[src/rtl/shifter_pkg.sv]
// shifter_pkg: op encoding and level-to-stage mapping shared by the barrel pipeline.
package shifter_pkg;

  typedef enum logic [2:0] {
    OP_SLL = 3'd0,
    OP_SRL = 3'd1,
    OP_SRA = 3'd2,
    OP_ROL = 3'd3,
    OP_ROR = 3'd4
  } op_e;

  function automatic int stage_of_level(input int k, input int stages, input int shamt_w);
    return (k * stages) / shamt_w;
  endfunction

endpackage

[src/rtl/shift_stage.sv]
// shift_stage: the barrel levels owned by one pipeline stage plus its register bank.
module shift_stage import shifter_pkg::*; #(
  parameter int WIDTH   = 32,
  parameter int SHAMT_W = 5,
  parameter int TAG_W   = 4,
  parameter int STAGES  = 2,
  parameter int IDX     = 0
) (
  input  logic               clk,
  input  logic               rst_n,
  input  logic               i_advance,
  input  logic               i_valid,
  input  logic               i_err,
  input  logic [WIDTH-1:0]   i_data,
  input  logic [SHAMT_W-1:0] i_shamt,
  input  logic [2:0]         i_op,
  input  logic [TAG_W-1:0]   i_tag,
  output logic               o_valid,
  output logic               o_err,
  output logic [WIDTH-1:0]   o_data,
  output logic [SHAMT_W-1:0] o_shamt,
  output logic [2:0]         o_op,
  output logic [TAG_W-1:0]   o_tag
);

  logic [WIDTH-1:0] w_data;

  function automatic logic [WIDTH-1:0] shift_level(input logic [WIDTH-1:0] d, input logic [2:0] op,
                                                   input int a);
    return op == OP_SRL ? d >> a :
           op == OP_SRA ? WIDTH'($signed(d) >>> a) :
           op == OP_ROL ? (d << a) | (d >> (WIDTH - a)) :
           op == OP_ROR ? (d >> a) | (d << (WIDTH - a)) :
                          d << a;
  endfunction

  always_comb begin
    w_data = i_data;
    for (int k = 0; k < SHAMT_W; k++)
      if (stage_of_level(k, STAGES, SHAMT_W) == IDX && i_shamt[k])
        w_data = shift_level(w_data, i_op, 1 << k);
  end

  always_ff @(posedge clk or negedge rst_n) begin
    if (!rst_n) begin
      o_valid <= 1'b0;
      o_err   <= 1'b0;
      o_data  <= '0;
      o_shamt <= '0;
      o_op    <= '0;
      o_tag   <= '0;
    end else if (i_advance) begin
      o_valid <= i_valid;
      o_err   <= i_err;
      o_data  <= w_data;
      o_shamt <= i_shamt;
      o_op    <= i_op;
      o_tag   <= i_tag;
    end
  end

endmodule

[src/rtl/pipelined_shifter.sv]
// pipelined_shifter: logarithmic shift/rotate network split over STAGES register banks
// with valid/ready flow control that stalls the whole pipe together.
module pipelined_shifter import shifter_pkg::*; #(
  parameter int WIDTH  = 32,
  parameter int STAGES = 2,
  parameter int TAG_W  = 4,
  localparam int SHAMT_W = $clog2(WIDTH)
) (
  input  logic               clk,
  input  logic               rst_n,
  input  logic               in_valid,
  output logic               in_ready,
  input  logic [WIDTH-1:0]   in_data,
  input  logic [SHAMT_W-1:0] in_shamt,
  input  logic [2:0]         in_op,
  input  logic [TAG_W-1:0]   in_tag,
  output logic               out_valid,
  input  logic               out_ready,
  output logic [WIDTH-1:0]   out_data,
  output logic [TAG_W-1:0]   out_tag,
  output logic               out_err,
  output logic               busy
);

  logic               w_valid [0:STAGES];
  logic               w_err   [0:STAGES];
  logic [WIDTH-1:0]   w_data  [0:STAGES];
  logic [SHAMT_W-1:0] w_shamt [0:STAGES];
  logic [2:0]         w_op    [0:STAGES];
  logic [TAG_W-1:0]   w_tag   [0:STAGES];
  logic [STAGES-1:0]  w_busy;
  logic               w_advance;
  logic               w_reserved;
  logic               w_unused;

  assign w_advance  = !out_valid || out_ready;
  assign in_ready   = w_advance;
  assign w_reserved = in_op > 3'd4;

  // Reserved ops enter as a zero operand so every level passes zero through.
  assign w_valid[0] = in_valid;
  assign w_err[0]   = w_reserved;
  assign w_data[0]  = w_reserved ? '0 : in_data;
  assign w_shamt[0] = in_shamt;
  assign w_op[0]    = w_reserved ? OP_SLL : in_op;
  assign w_tag[0]   = in_tag;

  genvar s;
  generate
    for (s = 0; s < STAGES; s++) begin : g_stage
      shift_stage #(
        .WIDTH(WIDTH), .SHAMT_W(SHAMT_W), .TAG_W(TAG_W), .STAGES(STAGES), .IDX(s)
      ) u_stage (
        .clk(clk),
        .rst_n(rst_n),
        .i_advance(w_advance),
        .i_valid(w_valid[s]),
        .i_err(w_err[s]),
        .i_data(w_data[s]),
        .i_shamt(w_shamt[s]),
        .i_op(w_op[s]),
        .i_tag(w_tag[s]),
        .o_valid(w_valid[s+1]),
        .o_err(w_err[s+1]),
        .o_data(w_data[s+1]),
        .o_shamt(w_shamt[s+1]),
        .o_op(w_op[s+1]),
        .o_tag(w_tag[s+1])
      );
      assign w_busy[s] = w_valid[s+1];
    end
  endgenerate

  assign out_valid = w_valid[STAGES];
  assign out_err   = w_err[STAGES];
  assign out_data  = w_data[STAGES];
  assign out_tag   = w_tag[STAGES];
  assign busy      = |w_busy;
  assign w_unused  = ^{w_shamt[STAGES], w_op[STAGES]};

endmodule

[config.mk]
export PLATFORM = sky130hd
export DESIGN_NAME = pipelined_shifter
export DESIGN_NICKNAME = d
export VERILOG_FILES = /design/src/rtl/shifter_pkg.sv /design/src/rtl/shift_stage.sv /design/src/rtl/pipelined_shifter.sv
export SDC_FILE = /design/constraint.sdc
export NUM_CORES = 1
export LEC_CHECK = 0
export CORE_MARGIN = 2
export CORE_UTILIZATION = 58
export DETAILED_ROUTE_END_ITERATION = 16
export PLACE_DENSITY_LB_ADDON = 0.15
export SLEW_MARGIN = 20
export SYNTH_ARGS = -nofsm -noshare
export SYNTH_HDL_FRONTEND = slang
export SYNTH_SLANG_ARGS = --single-unit
[constraint.sdc]
create_clock -name clk -period 3 [get_ports clk]
set_input_delay 0.45 -clock clk [delete_from_list [all_inputs] [get_ports clk]]
set_output_delay 0.45 -clock clk [all_outputs]
set_load 0.005 [all_outputs]
=== After elaboration in Yosys (flattened, before gate mapping) ===
Cells that the tools add are included.
W data, S select, Z words.

* Bits in registers: 84
* Bits in latches: 0
* Bits in writable memories: 0
* Bits in read-only memories: 0
* Input bits: 48
* Output and inout port bits: 40
* Logic and storage cells: 58
* Memories: 0

* $add $sub $neg: 0
* Multipliers: 0
* Divide/modulo/power cells: 0
* Magnitude comparators: 1
* Equal/unequal tests: 8
* Shift-type cells: 0
* Mux-type cells: 27
* Bitwise operators: 9
* Reductions and logical operators: 3

{| class="wikitable"
|+ Operators with widths
! operator !! count
|-
| $mux W32 || 26
|-
| $or A24 B32 Y32 || 1
|-
| $or A28 B32 Y32 || 1
|-
| $or A30 B32 Y32 || 1
|-
| $or A31 B32 Y32 || 1
|-
| $or A32 B1 Y32 || 1
|-
| $or A32 B16 Y32 || 1
|-
| $or A32 B2 Y32 || 1
|-
| $or A32 B4 Y32 || 1
|-
| $or A32 B8 Y32 || 1
|-
| $eq A3 B2 Y1 const B || 4
|-
| $eq A3 B1 Y1 const B || 2
|-
| $eq A3 B3 Y1 const B || 2
|-
| $gt A3 B3 Y1 const B || 1
|-
| $mux W3 || 1
|-
| $reduce_or A2 Y1 || 1
|-
| $logic_not A1 Y1 || 1
|-
| $logic_or A1 B1 Y1 || 1
|}

=== Depth between registers and ports, before layout ===
Gate-level depths: netlist of the first run.

* Depth after elaboration: 20
* Mapped depth: 10
* Depth with buffers taken out: 7

=== Hierarchy ===
From an unflattened synthesis of the first run, not the netlist that was laid out.

* Cell total of the unflattened synthesis: 1029
* Area total of the unflattened synthesis: 8386.8 µm²

{| class="wikitable"
|+ Modules (own cells, without submodules)
! module !! instances !! cells each !! area each (µm²) !! sequential area each (µm²)
|-
| shift_stage at g_stage[0].u_stage || 1 || 671 || 5041.1 || 1151.1
|-
| shift_stage at g_stage[1].u_stage || 1 || 316 || 3059.2 || 1151.1
|-
| pipelined_shifter || 1 || 42 || 286.5 || 0.0
|}

=== Worst setup path before layout of the first run ===
No wires, ideal clock.

* Path kind: input-to-reg
* From: input port in_op[0]
* To: register g_stage[0].u_stage.o_data[20]
* Library setup time: 0.131 ns
* Arrival time: 2.319 ns
* Data required time: 2.869 ns
* Path slack: 0.550 ns
* Stages: 8
* Buffers on the path: 2
* Cell sequence: buf_2 > xnor2_2 > buf_4 > mux2_1 > o211ai_2 > o211ai_1 > a22o_1 > or3_1

* Longest elaborated chain between the ends: 20
* Elaborated cells between the ends (all ways): 28
* Classes of those cells: order compare: 1; eq/ne: 4; mux: 17; bitwise: 6

{| class="wikitable"
|+ RTL lines
! element !! RTL line !! source
|-
| from (decl) || pipelined_shifter.sv:15 || <nowiki>input logic [2:0] in_op,</nowiki>
|-
| $gt A3 B3 Y1 || pipelined_shifter.sv:38 || <nowiki>assign w_reserved = in_op > 3'd4;</nowiki>
|-
| $mux W3 or $mux W32 (tied branches) || pipelined_shifter.sv:45, pipelined_shifter.sv:43 ||
|-
| $eq A3 B3 Y1 or $or A31 B32 Y32 (tied branches) || shift_stage.sv:33 || <nowiki>op == OP_ROR ? (d >> a) | (d << (WIDTH - a)) :</nowiki>
|-
| $mux W32 || shift_stage.sv:33 ||
|-
| $mux W32 || shift_stage.sv:32 || <nowiki>op == OP_ROL ? (d << a) | (d >> (WIDTH - a)) :</nowiki>
|-
| $mux W32 || shift_stage.sv:31 || <nowiki>op == OP_SRA ? WIDTH'($signed(d) >>> a) :</nowiki>
|-
| $mux W32 || shift_stage.sv:30 || <nowiki>return op == OP_SRL ? d >> a :</nowiki>
|-
| $mux W32 || shift_stage.sv:40 || <nowiki>if (stage_of_level(k, STAGES, SHAMT_W) == IDX && i_shamt[k])</nowiki>
|-
| (+4 left out) || n/a ||
|-
| $mux W32 || shift_stage.sv:30 ||
|-
| $mux W32 || shift_stage.sv:40 ||
|-
| $or A28 B32 Y32 || shift_stage.sv:33 ||
|-
| $mux W32 || shift_stage.sv:33 ||
|-
| $mux W32 || shift_stage.sv:32 ||
|-
| $mux W32 || shift_stage.sv:31 ||
|-
| $mux W32 || shift_stage.sv:30 ||
|-
| $mux W32 (*) || shift_stage.sv:40 ||
|-
| to (signal assigned) || shift_stage.sv:55 || <nowiki>o_data <= w_data;</nowiki>
|-
| to (decl) || shift_stage.sv:20 || <nowiki>output logic [WIDTH-1:0] o_data,</nowiki>
|}

Every way passes the cells marked *; elsewhere a longest branch is shown, timed or not.
A chain may end at the register's enable or synchronous reset.

=== Final worst setup path of the first run ===
* From: input port in_op[1]
* To: register g_stage[0].u_stage.o_data[14]

Same word-level chain as after synthesis.

==> flow_metrics.tcl, run 1 <==
set metrics [dict create \
    outcome "completed" \
    layout_commonest_cell "sky130_fd_sc_hd__nand2_1" \
    fin_ws_ns 0.282 \
    hpwlAfterDp_microns 20500 \
    final_layout_size_suffix_gt1_share_pct 13.4 \
    synth_enable_flop_cells 0 \
    via_per_inst 6.88 \
    postCtsSetupBuffers 0 \
    routed_wl_microns 27600 \
    cts_tree "done" \
    regToRegSetupSlack_ns 0.45 \
    routed-via-count 8624 \
    drtPass1Iterations 8 \
    max-vdd-ir-drop_v 0.000358 \
    antenna_left 0 \
    ys_ff_latch 81 \
    maxSlewViolCount 0 \
    global_route.overflow_total 0 \
    clk-insertion-delay-late_ns 0.35 \
    synth.net_count 1028 \
    path_clk_slew_ns 0.07 \
    finalSetupTns_ns 0 \
    fmax_mhz 368 \
    boundaryPins 88 \
    cts-buffers-inserted 9 \
    power.leakage_uw 0.00375 \
    max_buffers_root_to_sink 2 \
    worst_clock_skew_ns 0.0120 \
    power_density_mw_per_mm2 554 \
    die_width_microns 115 \
    initialDrtViolationCount 1327 \
    die-area_sq_mm 0.0133 \
    grt_max_degree 54 \
    synth_cell_types 76 \
    setup-violations-final 0 \
    layout.cells.most_common_list "sky130_fd_sc_hd__nand2_1 (150), sky130_fd_sc_hd__nor2_1 (115), sky130_fd_sc_hd__buf_4 (88), sky130_fd_sc_hd__clkdlybuf4s50_1 (83), sky130_fd_sc_hd__dfrtp_1 (81)" \
    antennaDiodeCount 0 \
    r2r_cells 6 \
    floorplan.die.height_microns 115 \
    root_buffer "sky130_fd_sc_hd__clkbuf_16" \
    grt_setup_unrepaired "false" \
    r2r_end "g_stage[1].u_stage.o_data[7]" \
    worst-path-max-fanout 20 \
    min_path_type "input port to asynchronous set/reset pin" \
    initial_cell_density_of_the_core_pct 59.5 \
    post-route-cell-area_sq_mm 0.00898 \
    required_ns 3.28 \
    maxSlewHeadroom_pct 49.2 \
    period_needed_ns 2.72 \
    globalplace.congestion 1.03 \
    place.detailed.instances 1238 \
    final_cell_count_no_fill 1254 \
    post-route-drc-count 0 \
    grt_util_all_layers_pct 43.1 \
    synth.yosys.seq_area_share_pct 28.3 \
    postSynth.asyncResetShare_pct 100 \
    critical_path_startpoint "in_op[1]" \
    number_of_global_route_vias_before_repair 8164 \
    avgSynthCellArea_sq_um 7.32 \
    syn-instance-count 980 \
    placement_rows 40 \
    tightestPinTransition_ns 0.761 \
    finalHoldViolCount 0 \
    endpoint "g_stage[0].u_stage.o_data[14]" \
    initial_antenna_violation_count 0 \
    dpl_cell_area_sq_mm 0.00862 \
    post_cts_resized 0 \
    cp.arrival_ns 3.00 \
    area_delta_synth_final_pct 25.2 \
    pre_cts_setup_slack_ns -0.138 \
    first_pass_grt_wire_length_microns 44300 \
    dominantRegCellSynth "sky130_fd_sc_hd__dfrtp_1" \
    startpoint_type "input port" \
    synth.cell_area_sq_mm 0.00717 \
    wl_per_cell_microns 22.0 \
    critPathKind "input port to flop" \
    yosys_warnings 0 \
    ctsHtreeMaxLevel 3 \
    tritoncts_num_sinks 81 \
    design.core.area_sq_mm 0.0121 \
    nNetsFinal 1129 \
    port_buffers 87 \
    min_period_over_period_pct 90.6 \
    setup.worst_path.end_class "flop" \
    worstReg2RegStart "g_stage[0].u_stage.o_op[2]" \
    max-cap-violations 0 \
    ctsHoldBuffers 0 \
]
==> report_power, final <==
group | switching [uW] | internal [uW]
Combinational | 1100 | 914
Sequential | 265 | 1340
Clock | 517 | 835
Total | 1880 | 3090
==> metal layers <==
layer  vias up  part of all wire [%]  track usage (%)
li1       3854                     -                -
met1      4002                    38             56.9
met2       642                    45             66.2
met3       126                    13             11.8
met4         0                   5.0             19.4
met5         -                     0                0
==> metrics by stage <==
| stage | utilization, % | hold WS [ns] | total power (uW) |
|---|---|---|---|
| after CTS | 74.4 | 0.0597 | 4910 |
| after detailed placement | 71.5 | 0.428 | 3560 |
| final | 74.5 | 0.0681 | 4970 |
| after global routing | 74.5 | 0.0811 | 5230 |
| after floorplan | - | 0.154 | 2620 |
| after global placement | 71.5 | 0.424 | 3530 |
==> Yosys cell counts, drive strengths merged (17+ instances only) <==
| cell type | instances | share of area, % |
|---|---|---|
| o211ai | 17 | 1.8 |
| a22oi | 26 | 2.7 |
| buf | 32 | 2.1 |
| a31oi | 32 | 2.8 |
| nand2b | 18 | 1.6 |
| o21ai | 84 | 5.9 |
| a21oi | 51 | 3.6 |
| nand2 | 150 | 7.8 |
| nor2 | 115 | 6.0 |
| clkbuf | 56 | 2.9 |
| mux2i | 17 | 2.4 |
| a221oi | 27 | 3.5 |
| inv | 17 | 0.89 |
| dfrtp | 81 | 28 |
==> worst max-delay path, stage by stage <==
cell and delay (ns):
sky130_fd_sc_hd__clkdlybuf4s50_1 0.66, sky130_fd_sc_hd__or3b_1 0.51, sky130_fd_sc_hd__o21a_1 0.24, sky130_fd_sc_hd__buf_4 0.25, sky130_fd_sc_hd__a211oi_2 0.29, sky130_fd_sc_hd__nor2_1 0.11, sky130_fd_sc_hd__a221oi_1 0.28, sky130_fd_sc_hd__o32a_1 0.20
==> state kept, by name, indices dropped and copies added (netlist names) <==
name / count
g_stage.u_stage.o_shamt: 2
g_stage.u_stage.o_data: 64
g_stage.u_stage.o_tag: 8
g_stage.u_stage.o_op: 3
g_stage.u_stage.o_err: 2
g_stage.u_stage.o_valid: 2
==> how the worst min path moves through the flow <==
stage	endpoint	from	cells after the start
final	g_stage[0].u_stage.o_op[0]	rst_n	1
after global placement	g_stage[1].u_stage.o_data[11]	rst_n	1
after global routing	g_stage[1].u_stage.o_data[14]	rst_n	1
after detailed placement	g_stage[1].u_stage.o_data[11]	rst_n	1
after CTS	g_stage[0].u_stage.o_data[17]	rst_n	1
after floorplan	g_stage[0].u_stage.o_data[0]	rst_n	0
==> final cells by class <==
cell class	count	area, sq um
clock buffers	9	225
clock inverters	7	133
fillers	958	3080
inverters	21	78.8
multi-input cells	790	4720
flip-flops and latches	81	2030
well taps	168	210
repair buffers	178	1590
==> logic make-up (layout without fill, tap and decap cells) <==
group | count (synthesis) | count (layout) | share of synthesized area [%]
compound gates | 379 | 379 | 36.9
simple gates | 379 | 379 | 23.8
buf+inv | 109 | 215 | 6.17
flops | 81 | 81 | 28.3
mux | 26 | 26 | 3.94
xor+xnor | 5 | 5 | 0.820
fa+ha+maj | 1 | 1 | 0.140
Note: power is estimated with default switching activity, not from simulation.
==> run 2, diff against run 1 <==
--- a/config.mk
+++ b/config.mk
@@ -13,3 +13,4 @@
 export SYNTH_ARGS = -nofsm -noshare
 export SYNTH_HDL_FRONTEND = slang
 export SYNTH_SLANG_ARGS = --single-unit
+export TNS_END_PERCENT = 20
==> results of run 2 <==
No change in the layout: final DEF, timing and power equal those of run 1.
